--- config.mk ---
export PLATFORM = sky130hd
export DESIGN_NAME = wsp_1500_driver
export DESIGN_NICKNAME = d
export VERILOG_FILES = /design/src/rtl/wsp_1500_pkg.sv /design/src/rtl/wsp_wrck_gen.sv /design/src/rtl/wsp_1500_driver.sv
export SDC_FILE = /design/constraint.sdc
export NUM_CORES = 1
export LEC_CHECK = 0
export CORE_ASPECT_RATIO = 1.1
export CORE_MARGIN = 3
export CORE_UTILIZATION = 46
export DETAILED_ROUTE_END_ITERATION = 6
export PLACE_DENSITY = 0.82
export SYNTH_ARGS = -nofsm -noshare
export SYNTH_HDL_FRONTEND = slang
export SYNTH_SLANG_ARGS = --single-unit
--- constraint.sdc ---
create_clock -name clk -period 4.65 [get_ports clk]
set_input_delay 0.465 -clock clk [delete_from_list [all_inputs] [get_ports clk]]
set_output_delay 0.465 -clock clk [all_outputs]
set_load 0.01 [all_outputs]
--- src/rtl/wsp_1500_pkg.sv ---
// Shared types and constants for the IEEE 1500 wrapper serial port driver.
package wsp_1500_pkg;

    typedef enum logic [1:0] {
        DR_SCAN = 2'd0,
        IR_SCAN = 2'd1,
        WRST    = 2'd2,
        NOP     = 2'd3
    } wsp_op_t;

    typedef enum logic [2:0] {
        IDLE    = 3'd0,
        SETUP   = 3'd1,
        CAPTURE = 3'd2,
        SHIFT   = 3'd3,
        UPDATE  = 3'd4,
        RST     = 3'd5,
        RESP    = 3'd6
    } wsp_state_t;

    localparam logic [3:0] WS_BYPASS  = 4'hF;
    localparam logic [3:0] WS_EXTEST  = 4'h0;
    localparam logic [3:0] WS_PRELOAD = 4'h1;

    function automatic logic is_scan(input wsp_op_t op);
        return (op == DR_SCAN) || (op == IR_SCAN);
    endfunction

endpackage

--- src/rtl/wsp_wrck_gen.sv ---
// WRCK generator: clk/2 while active, parked low otherwise; flags the falling edge.
module wsp_wrck_gen (
    input  logic clk,
    input  logic nreset,
    input  logic active_i,
    output logic wrck_o,
    output logic fall_o
);

    logic phase_q;
    logic phase_d;

    // Phase toggles only while a scan/reset sequence runs, so wrck always resumes from 0.
    always_comb begin
        phase_d = active_i ? ~phase_q : 1'b0;
    end

    // Phase register; doubles as the registered wrck output.
    always_ff @(posedge clk or negedge nreset) begin
        if (!nreset) begin
            phase_q <= 1'b0;
        end else begin
            phase_q <= phase_d;
        end
    end

    assign wrck_o = phase_q;
    assign fall_o = phase_q;

endmodule

--- src/rtl/wsp_1500_driver.sv ---
// IEEE 1500 WSP initiator: IR/DR scans and wrapper reset from a valid/ready command channel.
// Optional expected/mask comparison of captured data is enabled by defining WSP_DRV_COMPARE_EN.
module wsp_1500_driver
    import wsp_1500_pkg::*;
#(
    parameter int IR_SIZE     = 4,
    parameter int DR_MAX      = 128,
    parameter int CNT_W       = $clog2(DR_MAX + 1),
    parameter int RST_PERIODS = 4
) (
    input  logic              clk,
    input  logic              nreset,
    input  logic              cmd_valid,
    output logic              cmd_ready,
    input  logic [1:0]        cmd_op,
    input  logic [CNT_W-1:0]  cmd_len,
    input  logic [DR_MAX-1:0] cmd_data,
`ifdef WSP_DRV_COMPARE_EN
    input  logic [DR_MAX-1:0] cmd_expect,
    input  logic [DR_MAX-1:0] cmd_mask,
    output logic              rsp_mismatch,
`endif
    output logic              rsp_valid,
    input  logic              rsp_ready,
    output logic [DR_MAX-1:0] rsp_data,
    output logic              wrck,
    output logic              wrstn,
    output logic              wsi,
    input  logic              wso,
    output logic              select_wir,
    output logic              capture_wr,
    output logic              shift_wr,
    output logic              update_wr
);

    localparam int IDX_W = $clog2(DR_MAX);

    wsp_state_t        state_q, state_d;
    wsp_op_t           op_q, op_d;
    logic [CNT_W-1:0]  cnt_q, cnt_d;
    logic [CNT_W-1:0]  len_q, len_d;
    logic [DR_MAX-1:0] data_q, data_d;
    logic [DR_MAX-1:0] rsp_q, rsp_d;
    logic [IDX_W-1:0]  idx_s;
    logic              accept_s;
    logic              active_s;
    logic              fall_s;

    logic wrstn_q, wrstn_d;
    logic wsi_q, wsi_d;
    logic sel_q, sel_d;
    logic cap_q, cap_d;
    logic shift_q, shift_d;
    logic upd_q, upd_d;
    logic cmd_ready_q, cmd_ready_d;
    logic rsp_valid_q, rsp_valid_d;

    assign accept_s = cmd_valid && cmd_ready_q;
    assign active_s = state_q inside {SETUP, CAPTURE, SHIFT, UPDATE, RST};

    wsp_wrck_gen u_wrck_gen (
        .clk      (clk),
        .nreset   (nreset),
        .active_i (active_s),
        .wrck_o   (wrck),
        .fall_o   (fall_s)
    );

    // Next state: every period-level transition happens on the wrck falling edge.
    always_comb begin
        state_d = state_q;
        op_d    = op_q;
        cnt_d   = cnt_q;
        len_d   = len_q;
        data_d  = data_q;
        rsp_d   = rsp_q;
        case (state_q)
            IDLE: begin
                if (accept_s) begin
                    op_d   = wsp_op_t'(cmd_op);
                    data_d = cmd_data;
                    rsp_d  = '0;
                    case (wsp_op_t'(cmd_op))
                        DR_SCAN: begin
                            len_d   = (cmd_len > CNT_W'(DR_MAX)) ? CNT_W'(DR_MAX) : cmd_len;
                            cnt_d   = len_d;
                            state_d = SETUP;
                        end
                        IR_SCAN: begin
                            len_d   = CNT_W'(IR_SIZE);
                            cnt_d   = len_d;
                            state_d = SETUP;
                        end
                        WRST: begin
                            len_d   = '0;
                            cnt_d   = CNT_W'(RST_PERIODS);
                            state_d = RST;
                        end
                        default: begin
                            len_d   = '0;
                            state_d = RESP;
                        end
                    endcase
                end else begin
                    state_d = IDLE;
                end
            end
            SETUP: begin
                // SETUP doubles as the wrstn-high settling period after a wrapper reset.
                if (fall_s) begin
                    state_d = (op_q == WRST) ? RESP : CAPTURE;
                end else begin
                    state_d = SETUP;
                end
            end
            CAPTURE: begin
                if (fall_s) begin
                    state_d = (len_q == '0) ? UPDATE : SHIFT;
                end else begin
                    state_d = CAPTURE;
                end
            end
            SHIFT: begin
                if (fall_s) begin
                    rsp_d   = {rsp_q[DR_MAX-2:0], wso};
                    cnt_d   = cnt_q - CNT_W'(1);
                    state_d = (cnt_q == CNT_W'(1)) ? UPDATE : SHIFT;
                end else begin
                    state_d = SHIFT;
                end
            end
            UPDATE: begin
                if (fall_s) begin
                    state_d = RESP;
                end else begin
                    state_d = UPDATE;
                end
            end
            RST: begin
                if (fall_s) begin
                    cnt_d   = cnt_q - CNT_W'(1);
                    state_d = (cnt_q == CNT_W'(1)) ? SETUP : RST;
                end else begin
                    state_d = RST;
                end
            end
            RESP: begin
                if (rsp_ready) begin
                    state_d = IDLE;
                end else begin
                    state_d = RESP;
                end
            end
            default: begin
                state_d = IDLE;
            end
        endcase
    end

    // Pin values are decoded from the next state so they update on the same edge as the FSM.
    always_comb begin
        idx_s       = IDX_W'(cnt_d - CNT_W'(1));
        wsi_d       = (state_d == SHIFT) ? data_d[idx_s] : 1'b0;
        sel_d       = (op_d == IR_SCAN) && (state_d inside {SETUP, CAPTURE, SHIFT, UPDATE});
        cap_d       = (state_d == CAPTURE);
        shift_d     = (state_d == SHIFT);
        upd_d       = (state_d == UPDATE);
        wrstn_d     = (state_d != RST);
        cmd_ready_d = (state_d == IDLE);
        rsp_valid_d = (state_d == RESP);
    end

    // State, command context and registered pin outputs.
    always_ff @(posedge clk or negedge nreset) begin
        if (!nreset) begin
            state_q     <= IDLE;
            op_q        <= DR_SCAN;
            cnt_q       <= '0;
            len_q       <= '0;
            data_q      <= '0;
            rsp_q       <= '0;
            wrstn_q     <= 1'b0;
            wsi_q       <= 1'b0;
            sel_q       <= 1'b0;
            cap_q       <= 1'b0;
            shift_q     <= 1'b0;
            upd_q       <= 1'b0;
            cmd_ready_q <= 1'b0;
            rsp_valid_q <= 1'b0;
        end else begin
            state_q     <= state_d;
            op_q        <= op_d;
            cnt_q       <= cnt_d;
            len_q       <= len_d;
            data_q      <= data_d;
            rsp_q       <= rsp_d;
            wrstn_q     <= wrstn_d;
            wsi_q       <= wsi_d;
            sel_q       <= sel_d;
            cap_q       <= cap_d;
            shift_q     <= shift_d;
            upd_q       <= upd_d;
            cmd_ready_q <= cmd_ready_d;
            rsp_valid_q <= rsp_valid_d;
        end
    end

`ifdef WSP_DRV_COMPARE_EN
    logic [DR_MAX-1:0] expect_q, expect_d;
    logic [DR_MAX-1:0] mask_q, mask_d;
    logic [DR_MAX-1:0] lenmask_s;
    logic              mismatch_q, mismatch_d;

    // Compare against the final captured data; only scans can report a mismatch.
    always_comb begin
        expect_d   = accept_s ? cmd_expect : expect_q;
        mask_d     = accept_s ? cmd_mask : mask_q;
        lenmask_s  = ~({DR_MAX{1'b1}} << len_d);
        mismatch_d = ((state_d == RESP) && is_scan(op_d)) ?
                     (|((rsp_d ^ expect_d) & mask_d & lenmask_s)) : 1'b0;
    end

    // Compare context and registered mismatch flag.
    always_ff @(posedge clk or negedge nreset) begin
        if (!nreset) begin
            expect_q   <= '0;
            mask_q     <= '0;
            mismatch_q <= 1'b0;
        end else begin
            expect_q   <= expect_d;
            mask_q     <= mask_d;
            mismatch_q <= mismatch_d;
        end
    end

    assign rsp_mismatch = mismatch_q;
`endif

    assign cmd_ready  = cmd_ready_q;
    assign rsp_valid  = rsp_valid_q;
    assign rsp_data   = rsp_q;
    assign wrstn      = wrstn_q;
    assign wsi        = wsi_q;
    assign select_wir = sel_q;
    assign capture_wr = cap_q;
    assign shift_wr   = shift_q;
    assign update_wr  = upd_q;

endmodule

# [Word-level counts from Yosys, hierarchy flattened]
# Cells that the tools add are included.
[word_totals] regBits=286 output_inout_bits=137 elab_cells=83
[op_classes] add_sub_neg=2 n_lt_le_gt_ge=2 n_eq_ne=19 mux=30 n_bitwise=1 reduce_logical=14
[ops] op="$mux 128" n=4
[ops] op="$pmux 128 s2" n=1
[ops] op="$pmux 8 s2" n=3
[ops] op="$mux 3" n=10
[ops] op="$mux 8" n=3
[ops] op="$pmux 3 s7" n=1
[ops] op="$eq 3x3->1 const B" n=5
[ops] op="$eq 3x2->1 const B" n=4
[ops] op="$eq 8x1->1 const B" n=1
[ops] op="$gt 8x8->1 const B" n=1
[ops] op="$logic_not 8->1" n=1
[ops] op="$lt 7x8->1 const B" n=1
[ops] op="$sub 8x1->8 const B" n=1
[ops] op="$bmux 1 s7" n=1
[ops] op="$sub 7x1->7 const B" n=1
[ops] op="$eq 3x1->1 const B" n=2
[ops] op="$logic_not 3->1" n=2
[ops] op="$mux 2" n=3
[ops] op="$pmux 3 s2" n=1
[ops] op="$reduce_or 2->1" n=3
[ops] op="$reduce_bool 5->1" n=1
[ops] op="$eq 2x1->1 const B" n=2
[ops] op="$eq 2x2->1 const B" n=2
[ops] op="$reduce_bool 4->1" n=1
[ops] op="10 further kinds" n=13

# [Depth between registers and ports, before layout]
[depth] word_depth=9 mapped_depth=17

# [By module]
# From an unflattened synthesis, not the netlist that was laid out.
[hier_totals] cells_unflattened=1429 hier_area_um2=12772.2
[modules_own_cells] module="wsp_1500_driver" n_inst=1 cells_each=1426 area_per_inst_um2=12726.0 seq_area_each_um2=7131.8
[modules_own_cells] module="wsp_wrck_gen" n_inst=1 cells_each=3 area_per_inst_um2=46.3 seq_area_each_um2=25.0

# [Worst setup path before layout]
# Ideal clock, no wire load.
[synth_path] kind="in2reg" start="input port cmd_op[0]" end="register wsi_q, in the netlist wsi" setup_ns=0.137 arrival_time_ns=3.543 required_ns=4.513 slack_ns=0.971 stages=16 path_buffers=4 cell_sequence="inv_1 -> ha_1 -> nor2b_1 -> buf_1 -> and2_1 -> a221o_1 -> buf_4 -> inv_6 -> ha_1 -> clkbuf_1 -> clkbuf_1 -> mux4_2 -> o31a_1 -> o211a_1 -> o41ai_1 -> nor4b_2"
[synth_between] elab_chain_len=9 word_cells_on_any_way=16 cone_classes="add/sub: 1; eq/ne: 3; mux: 9; reduce/logical: 3"
[synth_rtl] element="start, declared" line="wsp_1500_driver.sv:15" rtl="input logic [1:0] cmd_op,"
[synth_rtl] element="$eq 2x1->1 / $eq 2x2->1 (equally long branches)" line="wsp_1500_driver.sv:83" rtl="case (wsp_op_t'(cmd_op))"
[synth_rtl] element="$reduce_or 2->1 (no line)"
[synth_rtl] element="$pmux 8 s2" line="wsp_1500_driver.sv:83"
[synth_rtl] element="$mux 8" line="wsp_1500_driver.sv:79" rtl="if (accept_s) begin"
[synth_rtl] element="$pmux 8 s2" line="wsp_1500_driver.sv:77" rtl="case (state_q)"
[synth_rtl] element="$sub 7x1->7" line="wsp_1500_driver.sv:162" rtl="idx_s = IDX_W'(cnt_d - CNT_W'(1));"
[synth_rtl] element="$bmux 1 s7" line="wsp_1500_driver.sv:163" rtl="wsi_d = (state_d == SHIFT) ? data_d[idx_s] : 1'b0;"
[synth_rtl] element="$mux 1 (implied by the code)" line="wsp_1500_driver.sv:163"
[synth_rtl] element="$mux 1 (*)" line="wsp_1500_driver.sv:163"
[synth_rtl] element="net wsi_d" line="wsp_1500_driver.sv:50" rtl="logic wsi_q, wsi_d;"
[synth_rtl] element="end signal, assigned" line="wsp_1500_driver.sv:198" rtl="wsi_q <= wsi_d;"
[synth_rtl] element="end, declared" line="wsp_1500_driver.sv:50"
# The timed path passes the listed nets; every way through them passes the cells marked *. The select of a mux whose other input is x is not followed.
# A chain may end at the register's enable or synchronous reset.

# [Final worst setup path]
[layout_path] start="register state_q[2]" end="register wsi_q, in the netlist wsi"
[layout_between] elab_chain_len=7 word_cells_on_any_way=16 cone_classes="add/sub: 1; eq/ne: 7; mux: 6; reduce/logical: 2"
[layout_rtl] element="start, declared" line="wsp_1500_driver.sv:38" rtl="wsp_state_t state_q, state_d;"
[layout_rtl] element="start signal, assigned" line="wsp_1500_driver.sv:191" rtl="state_q <= state_d;"
[layout_rtl] element="$eq 3x2->1 / $eq 3x3->1 (equally long branches)" line="wsp_1500_driver.sv:77"
[layout_rtl] element="$reduce_or 2->1 (no line)"
[layout_rtl] element="$pmux 8 s2" line="wsp_1500_driver.sv:77"
[layout_rtl] element="$sub 7x1->7" line="wsp_1500_driver.sv:162"
[layout_rtl] element="$bmux 1 s7" line="wsp_1500_driver.sv:163"
[layout_rtl] element="$mux 1 (implied by the code)" line="wsp_1500_driver.sv:163"
[layout_rtl] element="$mux 1 (*)" line="wsp_1500_driver.sv:163"
[layout_rtl] element="net wsi_d" line="wsp_1500_driver.sv:50"
# Marked as above.

==> reports/results.ini <==
[status]
status=complete, but fails checks
violations=hold timing

[floorplan]
rows=63
die_height_um=180.3
die_area_um2=29640
ios=280
die_x_um=164.4
initial_core_util=0.4697
core-area_um2=27040

[layout]
fin_nets=1766
design_area_um2=16730
layout_common_cells=666 x nand2_1, 286 x dfrtp_1, 278 x clkdlybuf4s50_1
fillers=2140
n_antenna_cell=0
syn_to_final_growth_pct=31.70
post_route_cells_drive_above_1_share=0.07330
fin_util=0.6186
final_common_cell=nand2_1

[grt]
track_usage=0.2328
grt_pass1_vias=10470
grt.overflow.total=0
grt_pass1_wl_mm=55.34
grt_max_degree=257
antenna_found_initial=5

[routing]
drtIter0Drc=774
vias_per_cell=5.216
wl_mm=35.15
wl_per_cell_um=17.63
antenna_left=0
drc=0
dr.pass1.iters=5
routed-via-count=10400

[sta]
tightest_slew_ps=1070
maxSlewHeadroom=0.2868
skew_ps=14.17
drv_slew=0
timing.hold.ws_ps=-22.09
rsz0062_at_grt=no
fin_crit_sh=0.8915
finalSetupTns_ps=0
setup_viol=0
min_period_ps=4146
hold_violations=21
max_freq_ghz=0.2412

[synthesis]
synth_edf_count=0
yosysWarnings=0
async_flop_share=1.000
ys_ff_latch=286
synthCells=1380
ys_top_cells_by_area=dfrtp_1 56%, nand2_1 20%, o21ai_0 5.5%
synth_nets=1531
yosysTopAreaCell=dfrtp_1
synth.top_cell.area_share=0.5635
syn_area_per_cell_um2=9.203
ys_seq_area_frac=0.5635
ys.flop_type=dfrtp_1
syn_area_um2=12700
synth_cell_types=62

[power_and_ir_drop]
combPwrFrac=0.394
p_switching_uw=3382
p_clk_frac=0.254
powerDensity_nw_per_um2=568.0
p_int_uw=6119
p_leak_uw=0.007467
power_frac_seq=0.353
swShare=0.3560
vdd_drop_max_v=0.0003271

[critical_path]
cp_max_fo=15
cp-end-kind=flip-flop
startpoint_type=flip-flop
crit_arrival_ps=4570
path_class=flip-flop to flip-flop
required_ps=5070

[cts]
path_clk_slew_ps=60
insertion_delay_ps=550
post_cts.repair.setup_buffers=0
cts_tree=built
cts_resized=0
clock_path_buffers=3
cts.sinks=286
numCtsBuffers=29
cts_max_level=1
cts-root-buf=clkbuf_16
cts_hold_buffers=0

[placed_design]
numPortBuffers=279
dp_hpwl_mm=24.42
post_dp_cell_area_um2=15730
gp_congestion=0.9109

[flow_run]
cap_viol_max_count=0

[min_path]
hold_class=input port to async pin

## power by group through the flow
stage	sequential (uW)	clock [uW]	combinational, uW
detailed placement	3380	0	3690
global route	3400	2550	4070
global placement	3350	0	3570
finish	3350	2410	3740
CTS	3340	2460	3720
floorplan	3280	0	2810
## kinds of logic (layout without fill, tap and decap cells)
group | Yosys count | after routing | synth area share
multiplexers | 47 | 47 | 0.06493
adder cells (fa/ha/maj) | 8 | 8 | 0.007882
buffers and inverters | 102 | 359 | 0.03458
AND/OR/NAND/NOR | 737 | 737 | 0.2315
AO/OA/AOI/OAI | 186 | 186 | 0.08492
flip-flops | 286 | 286 | 0.5635
XOR/XNOR | 14 | 14 | 0.01261
## layer usage
layer / wire length (um) / up-vias / global-route usage
li1: - / 4957 / -
met2: 16630 / 391 / 0.3803
met3: 3460 / 95 / 0.07954
met5: 74 / - / 0
met1: 13510 / 4948 / 0.2857
met4: 1464 / 10 / 0.08859
## flip-flops by register name (all words and copies together), names as in the netlist, 2 cells and up
name / count
data_q: 128
rsp_data: 128
state_q: 3
op_q: 2
len_q: 8
cnt_q: 8
## Yosys cell counts, types with 2 or more instances
master and number:
o21ai_0 139, nor2b_1 4, or2_2 2, a211oi_1 2, xor2_1 2, xnor2_2 3, nand2b_1 4, dfrtp_1 286
nand4b_1 2, nor3_1 9, xor2_2 2, o31ai_1 3, inv_1 10, nor2_1 18, a21oi_1 9, or2_1 2
nand2_1 667, nand3_1 10, mux2i_1 16, and2_1 4, a22oi_1 3, buf_6 4, o211ai_1 6, ha_1 8
mux2_2 3, o22ai_1 2, and3_1 3, o221a_2 3, buf_2 11, or4_1 2, o41ai_1 2, mux4_2 28
a31oi_1 2, clkbuf_1 69, buf_4 2, xnor2_1 7, o21a_1 2, buf_1 4, o311ai_0 2
## critical path, cell delays in order, from the launching register on
cell and delay (ps):
dfrtp_1 590, or4b_4 580, nor2_2 160, a221o_2 240
inv_6 70, ha_1 260, xnor2_2 710, mux4_2 620
mux4_2 520, a21oi_1 200, nor4b_2 70
## path summary, 6_finish.rpt
| path | cells after the start | end | from | slack, ps |
|---|---|---|---|---|
| max | 10 | wsi | state_q[2] | 500 |
| min | 1 | data_q[0] | nreset | -20 |
| max reg2reg | 10 | wsi | state_q[2] | 500 |
| min reg2reg | 2 | data_q[96] | data_q[96] | 470 |
| max in group asynchronous | 2 | rsp_data[119] | nreset | 3460 |
| min in group clk | 2 | data_q[96] | data_q[96] | 470 |
## per-stage QoR
stage | power, uW | cells | setup WS [ps]
6_report | 9500 | 1994 | 504.4
5_1_grt | 10020 | 1994 | 290.1
2_1_floorplan | 6087 | 1380 | 970.7
4_1_cts | 9521 | 1994 | 535.6
3_3_place_gp | 6922 | 1941 | 233.2
3_5_place_dp | 7068 | 1941 | 49.35
## cell type report
cell class                 instances  area (um^2)  area share
tap                              357        446.7     0.02671
timing repair buffer             294         2948      0.1762
inverter                          12        50.05    0.002992
sequential                       286         7157      0.4279
clock buffer                      41        840.8     0.05027
clock inverter                    12        152.6    0.009126
multi-input combinational        992         5131      0.3068
(Power assumes the default switching activity.)
